[src/rtl/fifo_rd_packer.sv]
// fifo_rd_packer: drains a 1-cycle-latency FIFO read port and packs
// PACK words per wide beat on a valid/ready output, with flush support.
module fifo_rd_packer #(
  parameter int DATA_W = 8,
  parameter int PACK   = 4,
  parameter int CNT_W  = $clog2(PACK + 1)
) (
  input  logic                     clk,
  input  logic                     rst,
  input  logic [DATA_W-1:0]        fifo_rdata,
  input  logic                     fifo_empty,
  output logic                     fifo_rd_en,
  input  logic                     flush,
  output logic [PACK*DATA_W-1:0]   out_data,
  output logic                     out_valid,
  input  logic                     out_ready,
  output logic [CNT_W-1:0]         out_cnt,
  output logic                     out_last,
  output logic                     flush_done,
  output logic                     busy
);

  typedef enum logic [1:0] {
    RUN,
    FLUSH_WAIT,
    FLUSH_EMIT
  } state_t;

  localparam logic [CNT_W-1:0] PACK_C = CNT_W'(PACK);
  localparam logic [CNT_W:0]   PACK_X = (CNT_W + 1)'(PACK);

  state_t                  state;
  state_t                  state_nx;
  logic [CNT_W-1:0]        cnt;
  logic                    inflight;
  logic [DATA_W-1:0]       lanes [PACK];
  logic [CNT_W:0]          fill;
  logic                    out_free;
  logic                    hs;
  logic                    full_xfer;
  logic                    part_xfer;
  logic [PACK*DATA_W-1:0]  pack_data;

  assign fill      = {1'b0, cnt} + {{CNT_W{1'b0}}, inflight};
  assign out_free  = !out_valid || out_ready;
  assign hs        = out_valid && out_ready;
  assign full_xfer = (cnt == PACK_C) && out_free;

  // Gated by rst so the strobe is low while reset is held.
  assign fifo_rd_en = rst && !fifo_empty && (state == RUN)
                   && !flush && (fill < PACK_X);

  assign busy = (state != RUN) || (cnt != '0)
             || inflight || out_valid;

  always_comb begin
    pack_data = '0;
    for (int k = 0; k < PACK; k++) begin
      if (CNT_W'(k) < cnt) begin
        pack_data[k*DATA_W +: DATA_W] = lanes[k];
      end
    end
  end

  always_comb begin
    state_nx   = state;
    flush_done = 1'b0;
    part_xfer  = 1'b0;
    unique case (state)
      RUN: begin
        if (flush) state_nx = FLUSH_WAIT;
      end
      FLUSH_WAIT: begin
        if (!inflight && (cnt != PACK_C)) begin
          if (cnt != '0) begin
            state_nx = FLUSH_EMIT;
          end else begin
            flush_done = 1'b1;
            state_nx   = RUN;
          end
        end
      end
      FLUSH_EMIT: begin
        // cnt==0 here means the partial beat is already loaded.
        if (cnt != '0) begin
          part_xfer = out_free;
        end else if (hs) begin
          flush_done = 1'b1;
          state_nx   = RUN;
        end
      end
      default: state_nx = RUN;
    endcase
  end

  always_ff @(posedge clk or negedge rst) begin
    if (!rst) begin
      state    <= RUN;
      cnt      <= '0;
      inflight <= 1'b0;
      for (int k = 0; k < PACK; k++) begin
        lanes[k] <= '0;
      end
    end else begin
      state    <= state_nx;
      inflight <= fifo_rd_en;
      if (full_xfer || part_xfer) begin
        cnt <= '0;
      end else if (inflight) begin
        for (int k = 0; k < PACK; k++) begin
          if (cnt == CNT_W'(k)) lanes[k] <= fifo_rdata;
        end
        cnt <= cnt + 1'b1;
      end
    end
  end

  always_ff @(posedge clk or negedge rst) begin
    if (!rst) begin
      out_data  <= '0;
      out_valid <= 1'b0;
      out_cnt   <= '0;
      out_last  <= 1'b0;
    end else if (full_xfer || part_xfer) begin
      out_data  <= pack_data;
      out_valid <= 1'b1;
      out_cnt   <= cnt;
      out_last  <= part_xfer;
    end else if (hs) begin
      out_valid <= 1'b0;
    end
  end

endmodule

[config.mk]
export PLATFORM = sky130hd
export DESIGN_NAME = fifo_rd_packer
export DESIGN_NICKNAME = d
export VERILOG_FILES = /design/src/rtl/fifo_rd_packer.sv
export SDC_FILE = /design/constraint.sdc
export NUM_CORES = 1
export LEC_CHECK = 0
export CORE_MARGIN = 8
export CORE_UTILIZATION = 26
export CTS_CLUSTER_DIAMETER = 80
export CTS_CLUSTER_SIZE = 28
export DETAILED_ROUTE_END_ITERATION = 6
export GPL_TIMING_DRIVEN = 0
export PLACE_DENSITY = 0.5
export SLEW_MARGIN = 25
export SYNTH_ARGS = -nofsm -noshare
export SYNTH_HDL_FRONTEND = slang
export SYNTH_SLANG_ARGS = --single-unit
[constraint.sdc]
create_clock -name clk -period 4.6 [get_ports clk]
set_input_delay 1.38 -clock clk [delete_from_list [all_inputs] [get_ports clk]]
set_output_delay 1.38 -clock clk [all_outputs]
set_load 0.02 [all_outputs]
==> run metrics, run 1 <==
first-pass GRT wire length 14.3 mm; # rows 41; Worst slew margin 0.602; n_diodes 0; VDD IR-drop max 0.220 mV; Post-Syn Instances 279; CP Capture Type primary output; Final Hold Violating Endpoints 0; mux share of post-synthesis cell area 0.130; Hold Path Depth 1; max-cap violations 0; largest family of logic cells by synthesized area compound AO/OA/AOI/OAI gates; Tcrit/Tclk final 0.953; DRC marker count from the first detailed-route iteration 147; DR WL/cell 17.0 um; clk buf depth 2; total wire length 8.83 mm; Seq cells post-synth 75; sequential share of the synthesized area 0.568; post-synthesis area per instance 11.8 um^2; pwr/cell area 694 nW/um^2; Area after DPL 4060 um^2; Final Setup Violations 0; area leader, netlist dfrtp_1; Fillers 1,306; Synthesis Warnings 0; Synth Area in Adders 0.0265; DRC Markers 0; CP Class in -> out; Initial Util 0.264; Worst-Skew Late Latency 0.33 ns; final worst clock skew 0.00583 ns; via density per instance 4.64; min-delay worst type reg -> reg; ys flop type dfrtp_1; die height 129 um; Worst Path Max Fanout 47; simple-gate share of the synthesized area 0.0561; leakage 1.83 nW; Nets 363; xor and xnor area share after synthesis 0.00530; core area 12,500 um^2; CTS tree built; CP peak stage delay 0.65 ns; Synth Cell Area 3300 um^2; post-CTS setup buffer count 0; fin cells 520; clk root buf clkbuf_16; ANT nets after route 0; Post-Syn Nets 299; TritonCTS Buffers 9; synth top area cells dfrtp_1 (57%), mux2_2 (12%), o21ai_0 (6.1%), o31ai_1 (5.5%), ha_1 (2.7%); startpoint class of the critical path input pin; outcome finished, final reports clean; post_cts resized 0; vias in the first global route 2,548; HPWL Detailed 6.43 mm; share of layout cells above drive strength 1 0.193; Post-synth EDFFs 0; most common library cells after synthesis dfrtp_1 (75), o21ai_0 (40), mux2_2 (36); GRT Residual Overflow 0; top-count cell post-synth dfrtp_1; Global Route Usage Sum 0.112; # IOs 53; Total Power 3.07 mW; Fmax 0.228 GHz; FFs w/ async S/R, synth 1.00; die area 16,600 um^2; largest net degree at the start of global routing 48; Synth top area share 0.568; via count 2,415; Final Max Tran Viols 0; total clock sinks 75; I/O Buffers 52; Reg clk slew, reported paths 0.06 ns; worst path cell trace buf_4, buf_16, nand3_1, a31oi_1, clkdlybuf4s50_1; gpl congestion 0.764; Crit-path slowest cell clkdlybuf4s50_1; RSZ-0062 raised after global routing no; Worst EP required 3.22 ns; die width 129 um; Worst Tran Pin Value 0.593 ns; antenna violations before repair 0; WP data arrival 3.00 ns; min cycle time layout 4.38 ns; R2R cell count 8; Distinct cells, synth 30; drt pass-1 iters 4; placed cell count 504; worst hold margin 0.506 ns; CTS hold repair buffers 0; H-tree depth 3; Compound-Gate Fraction of Synth Area 0.175; fin area 4420 um^2; Area Overhead vs Synth 33.7%
-- kinds of logic (layout without fill, tap and decap cells) --
| kind of cell | Yosys count | after routing |
|---|---|---|
| simple gates | 41 | 41 |
| mux | 38 | 38 |
| fa+ha+maj | 7 | 7 |
| xor+xnor | 2 | 2 |
| buf+inv | 32 | 101 |
| compound gates | 84 | 84 |
| flops | 75 | 75 |
-- worst max-delay path: cells and delay by family --
kind,cells,cell delay (ns)
buffers and inverters,3,1.30
AO/OA/AOI/OAI,1,0.20
AND/OR/NAND/NOR,1,0.10
-- flip-flops by register name (all words and copies together), names as in the netlist --
signal and cells:
out_data 32, inflight 1, out_valid 1, out_cnt 3, cnt 3, lanes 32
out_last 1, state 2
-- final timing paths --
path                                start            to  slack [ns]
min in group asynchronous             rst   out_data[1]        0.99
worst max register to register     cnt[1]  out_data[14]        1.93
max in group asynchronous             rst     lanes[16]        3.06
worst min-delay path            lanes[22]     lanes[22]        0.51
worst max-delay path                  rst    fifo_rd_en        0.22
worst min register to register  lanes[22]     lanes[22]        0.51
-- final cells by class --
cell class / instances / area [um^2] / share of cell area
multi-input cells: 172 / 1300 / 0.295
repair buffers: 53 / 546 / 0.124
plain buffers: 20 / 85.1 / 0.0193
flip-flops and latches: 75 / 1880 / 0.425
inverters: 12 / 45.0 / 0.0102
clock inverters: 3 / 67.6 / 0.0153
well taps: 172 / 215 / 0.0487
clock buffers: 13 / 280 / 0.0635
-- layout by cell type, fill, tap and decap left out, types with 4 or more instances in the layout --
cell type / count
o21ai_0: 40
nand2_1: 21
ha_1: 7
inv_1: 12
o41ai_1: 8
clkbuf_8: 4
clkdlybuf4s50_1: 51
clkbuf_16: 9
mux2_2: 36
clkbuf_1: 11
nor2_1: 7
dfrtp_1: 75
buf_2: 8
o31ai_1: 24
-- stage by stage --
| step | setup TNS [ns] | utilization | worst slack, ns |
|---|---|---|---|
| after CTS | 0 | 0.352 | 0.131 |
| final | 0 | 0.353 | 0.217 |
| after detailed placement | 0 | 0.325 | 0.141 |
| after global routing | 0 | 0.353 | 0.0116 |
| after floorplan | 0 | - | 1.18 |
| after global placement | -42.95 | 0.323 | -2.34 |
-- per-layer routing --
layer / track usage / part of all wire / up-vias / wire [um]
li1: - / - / 1131 / -
met1: 0.142 / 0.45 / 1225 / 4000
met2: 0.184 / 0.49 / 49 / 4290
met3: 0.0273 / 0.050 / 10 / 439
met4: 0.0373 / 0.011 / 0 / 99
met5: 0 / 0 / - / 0
-- report_power, final --
group	total, mW	internal, mW	switching [mW]
logic	1.19	0.517	0.675
clock network	0.806	0.534	0.272
registers	1.07	0.922	0.147
total	3.07	1.97	1.09
(Power assumes the default switching activity.)
==> run 2: changes to the inputs <==
--- a/config.mk
+++ b/config.mk
@@ -11,7 +11,6 @@
 export CTS_CLUSTER_SIZE = 28
 export DETAILED_ROUTE_END_ITERATION = 6
 export GPL_TIMING_DRIVEN = 0
-export PLACE_DENSITY = 0.5
 export SLEW_MARGIN = 25
 export SYNTH_ARGS = -nofsm -noshare
 export SYNTH_HDL_FRONTEND = slang
==> run 2 against run 1 <==
Net effect: design area down 1.7%; critical path depth stayed put; non-clock buffer count unchanged; combinational power is essentially flat; clock skew down 0.0012 ns; core utilization down 0.61 points; register-to-register slack improved by 0.03 ns; die area stayed put; flip-flop and latch count unchanged; count of clock-buffer cells in the layout decreased by 2; critical path type unchanged; final cell count fell by 0.19%; wire length grew 0.43%.
==> run metrics, run 2 (same netlist as run 1, synthesis figures left out) <==
n_diodes 0 (unchanged); CP Capture Type primary output; commonest non-fill, non-tap cell in the layout dfrtp_1; TritonCTS Buffers 9 (unchanged); DRC Markers 0 (unchanged); setup slack, reg-to-reg 1.96 ns (+0.03 ns); drt pass-1 iters 4 (unchanged); total clock sinks 75 (unchanged); min-delay worst type reg -> reg; ANT nets after route 0 (unchanged); vias in the first global route 2,523 (-0.98%); Worst EP required 3.22 ns (about the same); die height 129 um (unchanged); via density per instance 4.61 (-0.76%); Reg clk slew, reported paths 0.05 ns (about the same); CP peak stage delay 0.65 ns (about the same); post_cts resized 0 (unchanged); max-cap violations 0 (unchanged); R2R cell count 8 (unchanged); pwr/cell area 673 nW/um^2 (-3.1%); total wire length 8.86 mm (+0.43%); Nets 363 (unchanged); gpl congestion 0.786 (+2.8%); WP data arrival 2.99 ns (about the same); Top Metal Used met4; core area 12,500 um^2 (unchanged); Worst Tran Pin Value 0.612 ns (+0.0189 ns); fin area 4340 um^2 (-1.7%); Final Setup Violations 0 (unchanged); # IOs 53 (unchanged); placed cell count 504 (unchanged); outcome finished, final reports clean; met2 WL post-DR 4.38 mm (+2.1%); CP Class in -> out; # rows 41 (unchanged); CP most frequent cell clkdlybuf4s50_1; clk root buf clkbuf_16; routed wl met3 630 um (+44%); VDD IR-drop max 0.200 mV (-8.9%); I/O Buffers 52 (unchanged); DRC marker count from the first detailed-route iteration 169 (+15%); antenna violations before repair 0 (unchanged); Post-Route M1 WL 3.82 mm (-4.4%); leakage 1.79 nW (-1.9%); worst path cell trace clkdlybuf4s50_1, nor2b_1, nand3_1, a31oi_1, clkdlybuf4s50_1; fin cells 519 (-0.19%); first-pass GRT wire length 14.0 mm (-2.1%); die width 129 um (unchanged); Area after DPL 4060 um^2 (-0.18%); Tcrit/Tclk final 0.950 (-0.00310); Crit-path slowest cell clkdlybuf4s50_1; CTS tree built; Largest regs lanes x32, out_data x32; Final Hold Violating Endpoints 0 (unchanged); Hold Path Depth 1 (unchanged); Final Max Tran Viols 0 (unchanged); die area 16,600 um^2 (unchanged); GRT Residual Overflow 0 (unchanged); Worst Path Max Fanout 3 (-94%); CTS hold repair buffers 0 (unchanged); HPWL Detailed 6.42 mm (-0.19%); final worst clock skew 0.00466 ns (-0.00117 ns); startpoint class of the critical path input pin; Worst slew margin 0.590 (-0.0127); Global Route Usage Sum 0.112 (-0.000516); min cycle time layout 4.37 ns (-0.0143 ns); largest net degree at the start of global routing 46 (-4.2%); via count 2,392 (-0.95%); share of layout cells above drive strength 1 0.190 (-0.00233); DR WL/cell 17.1 um (+0.62%); Worst-Skew Late Latency 0.33 ns (about the same); Initial Util 0.264 (unchanged); RSZ-0062 raised after global routing no; clk buf depth 2 (unchanged); Area Overhead vs Synth 31.4%; H-tree depth 3 (unchanged); post-CTS setup buffer count 0 (unchanged); Fmax 0.229 GHz (+0.33%); most frequent cells in the layout dfrtp_1 (75), clkdlybuf4s50_1 (51), o21ai_0 (40)
run 2: cell count changes in the layout (fill, tap and decap cells not counted), sizes merged:
cell    previous run  this run
bufinv             2         0
clkbuf            24        22
clkinv             0         3
run 2: per-layer routing:
layer / vias to the layer above / GRT usage
met5: - / 0
met4: 0 / 0.0276
met3: 2 / 0.0468
met2: 55 / 0.183
met1: 1203 / 0.133
li1: 1132 / -
run 2: worst max-delay path: cells and delay by family:
kind | cells | cell delay, ns
AO/OA/AOI/OAI | 1 | 0.22
AND/OR/NAND/NOR | 2 | 0.31
buffers and inverters | 2 | 1.07
run 2: layout make-up:
class | instances | area, um^2
Fill cell | 1287 | 8180
Clock buffer | 11 | 253
Clock inverter | 4 | 26.3
Multi-Input combinational cell | 172 | 1300
Buffer | 20 | 85.1
Inverter | 12 | 45.0
Tap cell | 172 | 215
Sequential cell | 75 | 1880
Timing Repair Buffer | 53 | 538
run 2: report_power, final:
part,internal [mW],switching (mW),total [mW]
clock network,0.390,0.262,0.653
registers,0.922,0.152,1.07
logic,0.516,0.678,1.19
total,1.83,1.09,2.92
run 2: stage by stage:
step	hold slack, ns	power [mW]	setup WS, ns	setup TNS (ns)	util
after floorplan	0.473	1.78	1.18	0	-
after global routing	0.514	3.11	0.0537	0	0.347
after CTS	0.502	2.95	0.225	0	0.346
after global placement	0.483	2.25	-2.23	-32.19	0.323
after detailed placement	0.487	2.29	0.226	0	0.324
final	0.501	2.92	0.232	0	0.347
run 2: worst paths after layout:
check | from | endpoint
setup / recovery | flush | fifo_rd_en
hold / removal | lanes[21] | lanes[21]
setup reg to reg | cnt[1] | out_data[0]
hold reg to reg | lanes[21] | lanes[21]
max in group asynchronous | rst | cnt[0]
min in group asynchronous | rst | out_data[25]
